==> src/rtl/pipe_stage_bank.sv <==
// Parametrised pipeline register bank: DEPTH stages of payload + control with per-stage valid,
// supporting stall (hold), flush (bubble insertion) and control zeroing on bubbles.
module pipe_stage_bank #(
  parameter int DATA_W = 32,
  parameter int CTRL_W = 8,
  parameter int DEPTH  = 1
) (
  input  logic                       clk,
  input  logic                       reset,
  input  logic                       stall,
  input  logic                       flush,
  input  logic                       in_valid,
  input  logic [DATA_W-1:0]          in_data,
  input  logic [CTRL_W-1:0]          in_ctrl,
  output logic                       out_valid,
  output logic [DATA_W-1:0]          out_data,
  output logic [CTRL_W-1:0]          out_ctrl,
  output logic                       busy,
  output logic [$clog2(DEPTH+1)-1:0] occupancy
);

  localparam int OCC_W = $clog2(DEPTH + 1);

  logic [DEPTH-1:0]  v;
  logic [DATA_W-1:0] d [DEPTH];
  logic [CTRL_W-1:0] c [DEPTH];
  logic [OCC_W-1:0]  occ;

  // Control is cleared with valid on flush so a bubble can never carry live write enables;
  // payload is left alone because nothing downstream trusts it without valid.
  always_ff @(posedge clk) begin
    if (reset) begin
      v <= '0;
      for (int i = 0; i < DEPTH; i++) begin
        d[i] <= '0;
        c[i] <= '0;
      end
    end else if (flush) begin
      v <= '0;
      for (int i = 0; i < DEPTH; i++) begin
        c[i] <= '0;
      end
    end else if (!stall) begin
      v[0] <= in_valid;
      d[0] <= in_data;
      c[0] <= in_valid ? in_ctrl : '0;
      for (int i = 1; i < DEPTH; i++) begin
        v[i] <= v[i-1];
        d[i] <= d[i-1];
        c[i] <= c[i-1];
      end
    end
  end

  always_comb begin
    occ = '0;
    for (int i = 0; i < DEPTH; i++) begin
      occ = occ + OCC_W'(v[i]);
    end
  end

  assign out_valid = v[DEPTH-1];
  assign out_data  = d[DEPTH-1];
  assign out_ctrl  = c[DEPTH-1];
  assign occupancy = occ;
  assign busy      = |v;

endmodule

==> config.mk <==
export PLATFORM = sky130hd
export DESIGN_NAME = pipe_stage_bank
export DESIGN_NICKNAME = d
export VERILOG_FILES = /design/src/rtl/pipe_stage_bank.sv
export SDC_FILE = /design/constraint.sdc
export NUM_CORES = 1
export LEC_CHECK = 0
export ABC_AREA = 1
export BUFFER_PORTS_ARGS = -buffer_cell sky130_fd_sc_hd__buf_4
export CAP_MARGIN = 20
export CORE_ASPECT_RATIO = 1.25
export CORE_MARGIN = 2
export CORE_UTILIZATION = 44
export DETAILED_ROUTE_END_ITERATION = 10
export HOLD_SLACK_MARGIN = 0.12
export PLACE_DENSITY = 0.79
export SLEW_MARGIN = 20
export SYNTH_ARGS = -nofsm -noshare
export SYNTH_HDL_FRONTEND = slang
export SYNTH_SLANG_ARGS = --single-unit
==> constraint.sdc <==
create_clock -name clk -period 3.08 [get_ports clk]
set_clock_uncertainty 0.1 [all_clocks]
set_input_delay 0.616 -clock clk [delete_from_list [all_inputs] [get_ports clk]]
set_output_delay 0.616 -clock clk [all_outputs]
set_load 0.01 [all_outputs]
======== Word-level counts from Yosys, hierarchy flattened ========
Memory sizes are Yosys's and may differ from the RTL's.
Cells that the tools add are included.
operators by class
  reduce and logical (&&, ||, !) cells .... 4
  muxes and demuxes ....................... 16
operator list
  cell               number
  $mux W32           1
  $reduce_or A32 Y1  1
  $mux W8            3
  $reduce_or A8 Y1   2
  $mux W1            12
  $reduce_or A2 Y1   1
storage, ports and cells
  memories kept ........................... 2
  input bits .............................. 45
  bits in registers ....................... 1
  logic and storage cells ................. 23
  memory bits (writable) .................. 40
memories
  name  depth  bits a word  read ports  clocked after Yosys merged registers in  wr ports  line  source
  d     1      32           1           0                                        1         25    logic [DATA_W-1:0] d [DEPTH];
  c     1      8            1           0                                        1         26    logic [CTRL_W-1:0] c [DEPTH];

======== Logic depth before layout (Yosys ltp) ========
Gate-level depths: netlist of run 1.
  depth after elaboration ................. 6
  gate-level depth with buffers ........... 4
  gate-level depth less buffers ........... 4

======== Worst setup path before layout of run 1 ========
No wires, ideal clock.
  path type ............................... input to register
  start ................................... in stall
  end ..................................... mem d[0][0], enable pin
  setup time .............................. 0.428 ns
  slack ................................... 0.403 ns
  arrival time ............................ 2.149 ns
  required time ........................... 2.552 ns
  path buffers ............................ 0
  cell stages on the path ................. 1
  path through ............................ o21bai_1
on the way
  word-level cells in the longest chain between the ends .. 6
RTL lines
  element                             line  source
  start, declared                     10    input logic stall,
  $mux W1 (*)                         43    end else if (!stall) begin
  $mux W1 (*)                         38    end else if (flush) begin
  $mux W1 (*)                         32    if (reset) begin
  $mux W1 (not written as such) (*)   45    d[0] <= in_data;
  $reduce_or A32 Y1 (no source line)  n/a
  $mux W1 (no source line) (*)        n/a
  end, declared                       25
Mark *: on every way between the ends. The rest lies on a longest branch, timed or not.

======== Worst setup path after layout of run 1 ========
  start ................................... in stall
  end ..................................... mem d[0][22], enable pin
The elaborated chain is that of the path after synthesis.

==> flow_summary.ini, run 1 <==
[sta]
rsz0062_at_grt = false
worst_pin_slew_ps = 659
finalSetupTns_ps = 0
timing.hold.ws_ps = 429
finalHoldViolations = 0
fmax_ghz = 0.552
finalSetupViolations = 0
finalCriticalPeriod_ps = 1810
slew_headroom_pct = 56.0
maxSlewViolCount = 0
fin_crit_sh_pct = 58.9

[drt]
detail_route.wl_per_cell_um = 12.3
antenna_left = 0
vias = 1175
drc = 0
drt-total-wl_um = 3260
viasPerCell = 4.42
firstDrtPassIters = 4
drt-initial-drc-count = 24

[global_routing]
grt_max_degree = 33
grt_usage_pct = 16.4
grt_pass1_vias = 1152
antenna_found_initial = 0
grt_pass1_wl_um = 5090
grt-ovfl-total = 0

[finish]
area_delta_synth_final_pct = 47.5
diodes = 0
final_cells = 266
fin_nets = 271
regArea_um2 = 1220
final_util_pct = 68.4
multi_input_area_um2 = 206
final_common_cell = buf_4
fillCellCount = 284
drive_gt1_share_pct = 43.6
final_cell_mix = 88 x buf_4, 42 x inv_1, 41 x nor2_1

[pwr]
p_seq_share_pct = 53.4
power.share.clock_pct = 33.0
p_leak_nw = 1.25
power_switching_uw = 261
p_int_uw = 985
ir_worst_vdd_uv = 400
power_density_nw_per_um2 = 518
switching_share_pct = 20.9
p_comb_share_pct = 13.6

[clocking]
clk_latency_ps = 280
numCtsBuffers = 5
clock-root-buffer = clkbuf_8
clockBufferDepth = 2
tritoncts = yes
cts_setup_buffers = 0
cts_resized = 0
hold_buffers = 0
cts.sinks = 41
cts_max_level = 2
path_clk_slew_ps = 70

[floorplanning]
row_count = 24
die_x_um = 58.4
die_h_um = 72.1
initial_utilization_pct = 46.4
dieArea_um2 = 4210
pin_count = 88
core_um2 = 3510

[status]
outcome = completed

[logic_synthesis]
yosysWarnings = 0
ys_seq_area_share_pct = 74.9
ys_ff_latch = 41
synth.distinct_cells = 12
synth_nets = 181
syn-instance-count = 136
syn_area_um2 = 1630
avgSynthCellArea_um2 = 12.0

[hold_path]
hold_end = busy$_SDFFE_PP0N_
hp-start = busy$_SDFFE_PP0N_
whs_path_depth = 2
hp-class = flip-flop to flip-flop

[critical_path]
critPathRequiredTime_ps = 2950
crit_buf_inv = 2
path_common_cell = buf_4
r2r_slack_ps = 2370
path_class = input pin to flip-flop
path_max_fanout = 20
rr_endpoint = busy$_SDFFE_PP0N_
startpoint_type = input pin
r2r_start = busy$_SDFFE_PP0N_
cp.arrival_ps = 1680
critPathMaxStageDelay_ps = 540
r2r_cells = 2
crit_slowest_cell = o21bai_2
end_kind = flip-flop
path_cells = buf_4, o21bai_2, buf_4
cp_top_family = compound AO/OA/AOI/OAI gates

[job]
maxCapViolCount = 0

[placed_design]
port_buffers = 87
dp_hpwl_um = 2460
gp_congestion = 0.758
dpl.cell_count = 258
metal layers:
layer | global-route usage [%] | vias to the layer above | part of all wire (%)
met5 | 0 | - | 0
met4 | 9.56 | 0 | 3.3
met3 | 7.31 | 10 | 10
met2 | 28.5 | 62 | 54
met1 | 15.5 | 518 | 32
li1 | - | 585 | -
synthesized netlist by cell type (all sizes together):
| cell | number | share of area [%] |
|---|---|---|
| dfxtp | 1 | 1.2 |
| o21bai | 1 | 0.46 |
| nand2 | 4 | 1.5 |
| nand3 | 1 | 0.31 |
| inv | 42 | 9.7 |
| edfxtp | 40 | 74 |
| buf | 5 | 3.0 |
| nor2 | 42 | 10 |
metrics by stage:
| stage | setup slack [ps] | cell area, um2 | total power, mW |
|---|---|---|---|
| floorplan | 403 | 1630 | 0.737 |
| detailed placement | 950 | 2290 | 0.849 |
| finish | 1270 | 2400 | 1.25 |
| global route | 1160 | 2400 | 1.30 |
| CTS | 1260 | 2400 | 1.26 |
| global placement | 989 | 2290 | 0.845 |
power groups by stage:
stage	clock network [mW]	registers (mW)	logic, mW
after floorplan	0	0.702	0.0349
after global placement	0	0.678	0.167
after detailed placement	0	0.679	0.170
after CTS	0.423	0.666	0.171
after global routing	0.442	0.670	0.183
final	0.411	0.666	0.169
worst register-to-register path: cells and delay by family (launching register included):
family           cells  cell delay (ps)
flip-flops           1              400
AND/OR/NAND/NOR      2              160
kinds of logic (layout without fill, tap and decap cells):
group / count (synthesis) / in the layout / share of synthesized area, %
buf+inv: 47 / 138 / 12.7
flops: 41 / 41 / 74.9
compound gates: 1 / 1 / 0.461
simple gates: 47 / 47 / 12.0
layout make-up:
| type | instances | area share [%] |
|---|---|---|
| inverter | 42 | 6.56 |
| clock inverter | 3 | 1.72 |
| multi-input combinational | 48 | 8.58 |
| sequential | 41 | 50.8 |
| clock buffer | 5 | 2.86 |
| tap | 39 | 2.03 |
| timing repair buffer | 88 | 27.5 |
registers in the layout, indices dropped and copies added (netlist names):
register and flops:
busy 1, c 8, d 32
worst max-delay path by stage:
stage          start                endpoint  slack, ps  cells past startpoint
3_5_place_dp   stall  d[0][10]$_SDFFCE_PN0P_        950                      3
3_3_place_gp   stall  d[0][24]$_SDFFCE_PN0P_        990                      3
5_1_grt        stall  d[0][22]$_SDFFCE_PN0P_       1160                      3
4_1_cts        stall  d[0][27]$_SDFFCE_PN0P_       1260                      3
2_1_floorplan  stall   d[0][0]$_SDFFCE_PN0P_        400                      1
6_report       stall  d[0][22]$_SDFFCE_PN0P_       1270                      3
Note: power is estimated with default switching activity, not from simulation.
==> run 2, diff against run 1 <==
==> constraint.sdc (replaced) <==
create_clock -name clk -period 1.8 [get_ports clk]
set_clock_uncertainty 0.1 [all_clocks]
set_input_delay 0.36 -clock clk [delete_from_list [all_inputs] [get_ports clk]]
set_output_delay 0.36 -clock clk [all_outputs]
set_load 0.01 [all_outputs]
==> flow_summary.ini, run 2 (same netlist as run 1, synthesis figures left out) <==
[floorplanning]
row_count = 24
dieArea_um2 = 4210
pin_count = 88
initial_utilization_pct = 46.4
die_x_um = 58.4
core_um2 = 3510
die_h_um = 72.1

[critical_path]
crit_slowest_cell = edfxtp_1
rr_endpoint = busy$_SDFFE_PP0N_
r2r_slack_ps = 1100
crit_buf_inv = 1
startpoint_type = flip-flop
path_class = flip-flop to primary output
r2r_cells = 2
path_max_fanout = 1
cp_top_family = flip-flops
critPathRequiredTime_ps = 1340
cp.arrival_ps = 830
end_kind = primary output
path_cells = buf_4
r2r_start = busy$_SDFFE_PP0N_
critPathMaxStageDelay_ps = 380

[clocking]
numCtsBuffers = 5
clockBufferDepth = 2
clock-root-buffer = clkbuf_8
path_clk_slew_ps = 80
cts_resized = 0
hold_buffers = 0
clk_latency_ps = 280
tritoncts = yes
cts_setup_buffers = 0
cts_max_level = 2
cts.sinks = 41

[sta]
worst_pin_slew_ps = 332
setup_ws_ps = 510
timing.hold.ws_ps = 249
rsz0062_at_grt = false
fmax_ghz = 0.775
fin_crit_sh_pct = 71.6
finalHoldViolations = 0
maxSlewViolCount = 0
finalSetupTns_ps = 0
finalCriticalPeriod_ps = 1290
finalSetupViolations = 0
slew_headroom_pct = 77.9

[drt]
antenna_left = 0
drt-initial-drc-count = 35
viasPerCell = 4.34
drt-total-wl_um = 3070
drc = 0
vias = 1154
firstDrtPassIters = 4
detail_route.wl_per_cell_um = 11.5

[finish]
drive_gt1_share_pct = 43.2
area_delta_synth_final_pct = 48.0
final_cells = 266
final_common_cell = buf_4
top_register = d
largest_register_ffs = 32
diodes = 0
final_cell_mix = 87 x buf_4, 42 x inv_1, 41 x nor2_1
fin_nets = 271
fillCellCount = 293

[placed_design]
gp_congestion = 0.739
port_buffers = 87
preCtsSetupSlack_ps = 471
dpl.cell_count = 258
dp_hpwl_um = 2310

[global_routing]
antenna_found_initial = 0
grt_usage_pct = 15.4
grt-ovfl-total = 0
grt_pass1_vias = 1118
grt_max_degree = 33
grt_pass1_wl_um = 4810

[job]
maxCapViolCount = 0

[hold_path]
hp-class = input pin to flip-flop
whs_path_depth = 3
hold_end = busy$_SDFFE_PP0N_
hp-start = stall

[pwr]
p_leak_nw = 1.26
power_density_nw_per_um2 = 884
ir_worst_vdd_uv = 890

[status]
outcome = completed
-- run 2: cell types whose count changed in the layout (fill, tap and decap cells not counted), sizes merged --
cell      change
clkbuf        +1
clkinvlp      -1
-- run 2: where the power goes --
group          leakage (nW)  internal [mW]  switching, mW
logic                 0.777          0.162          0.128
clock network        0.0528          0.409          0.296
registers             0.426           1.12         0.0194
-- run 2: worst max path at each step --
stage / startpoint / endpoint / slack (ps) / cells past startpoint
3_5_place_dp: reset / d[0][6]$_SDFFCE_PN0P_ / 470 / 4
5_1_grt: c[0][2]$_SDFFCE_PN0P_ / out_ctrl[2] / 470 / 1
6_report: d[0][6]$_SDFFCE_PN0P_ / out_data[6] / 510 / 1
3_3_place_gp: stall / d[0][25]$_SDFFCE_PN0P_ / 500 / 3
4_1_cts: d[0][6]$_SDFFCE_PN0P_ / out_data[6] / 490 / 1
2_1_floorplan: stall / d[0][0]$_SDFFCE_PN0P_ / 60 / 1
-- run 2: cell type report --
cell class	instances	area [um2]	area share (%)
Sequential cell	41	1220	50.6
Timing Repair Buffer	88	673	27.9
Multi-Input combinational cell	48	206	8.55
Inverter	42	158	6.53
Clock buffer	6	72.6	3.01
Tap cell	39	48.8	2.02
Clock inverter	2	33.8	1.40
-- run 2: per-layer routing --
layer	vias to the layer above	routed length [um]	global-route usage [%]
li1	584	-	-
met1	501	1080	16.1
met2	65	1580	27.3
met3	4	374	6.42
met4	0	31	5.43
met5	-	0	0
-- run 2: worst reg2reg max path: cells and delay by family (launching register included) --
kind             cells  cell delay, ps
flip-flops           1             380
AND/OR/NAND/NOR      2             160
-- run 2: through the flow --
step / cell area [um2] / util (%) / power [mW]
after floorplan: 1630 / - / 1.26
after global placement: 2310 / 65.7 / 1.45
final: 2410 / 68.7 / 2.13
after global routing: 2410 / 68.7 / 2.22
after CTS: 2410 / 68.7 / 2.15
after detailed placement: 2310 / 65.7 / 1.46
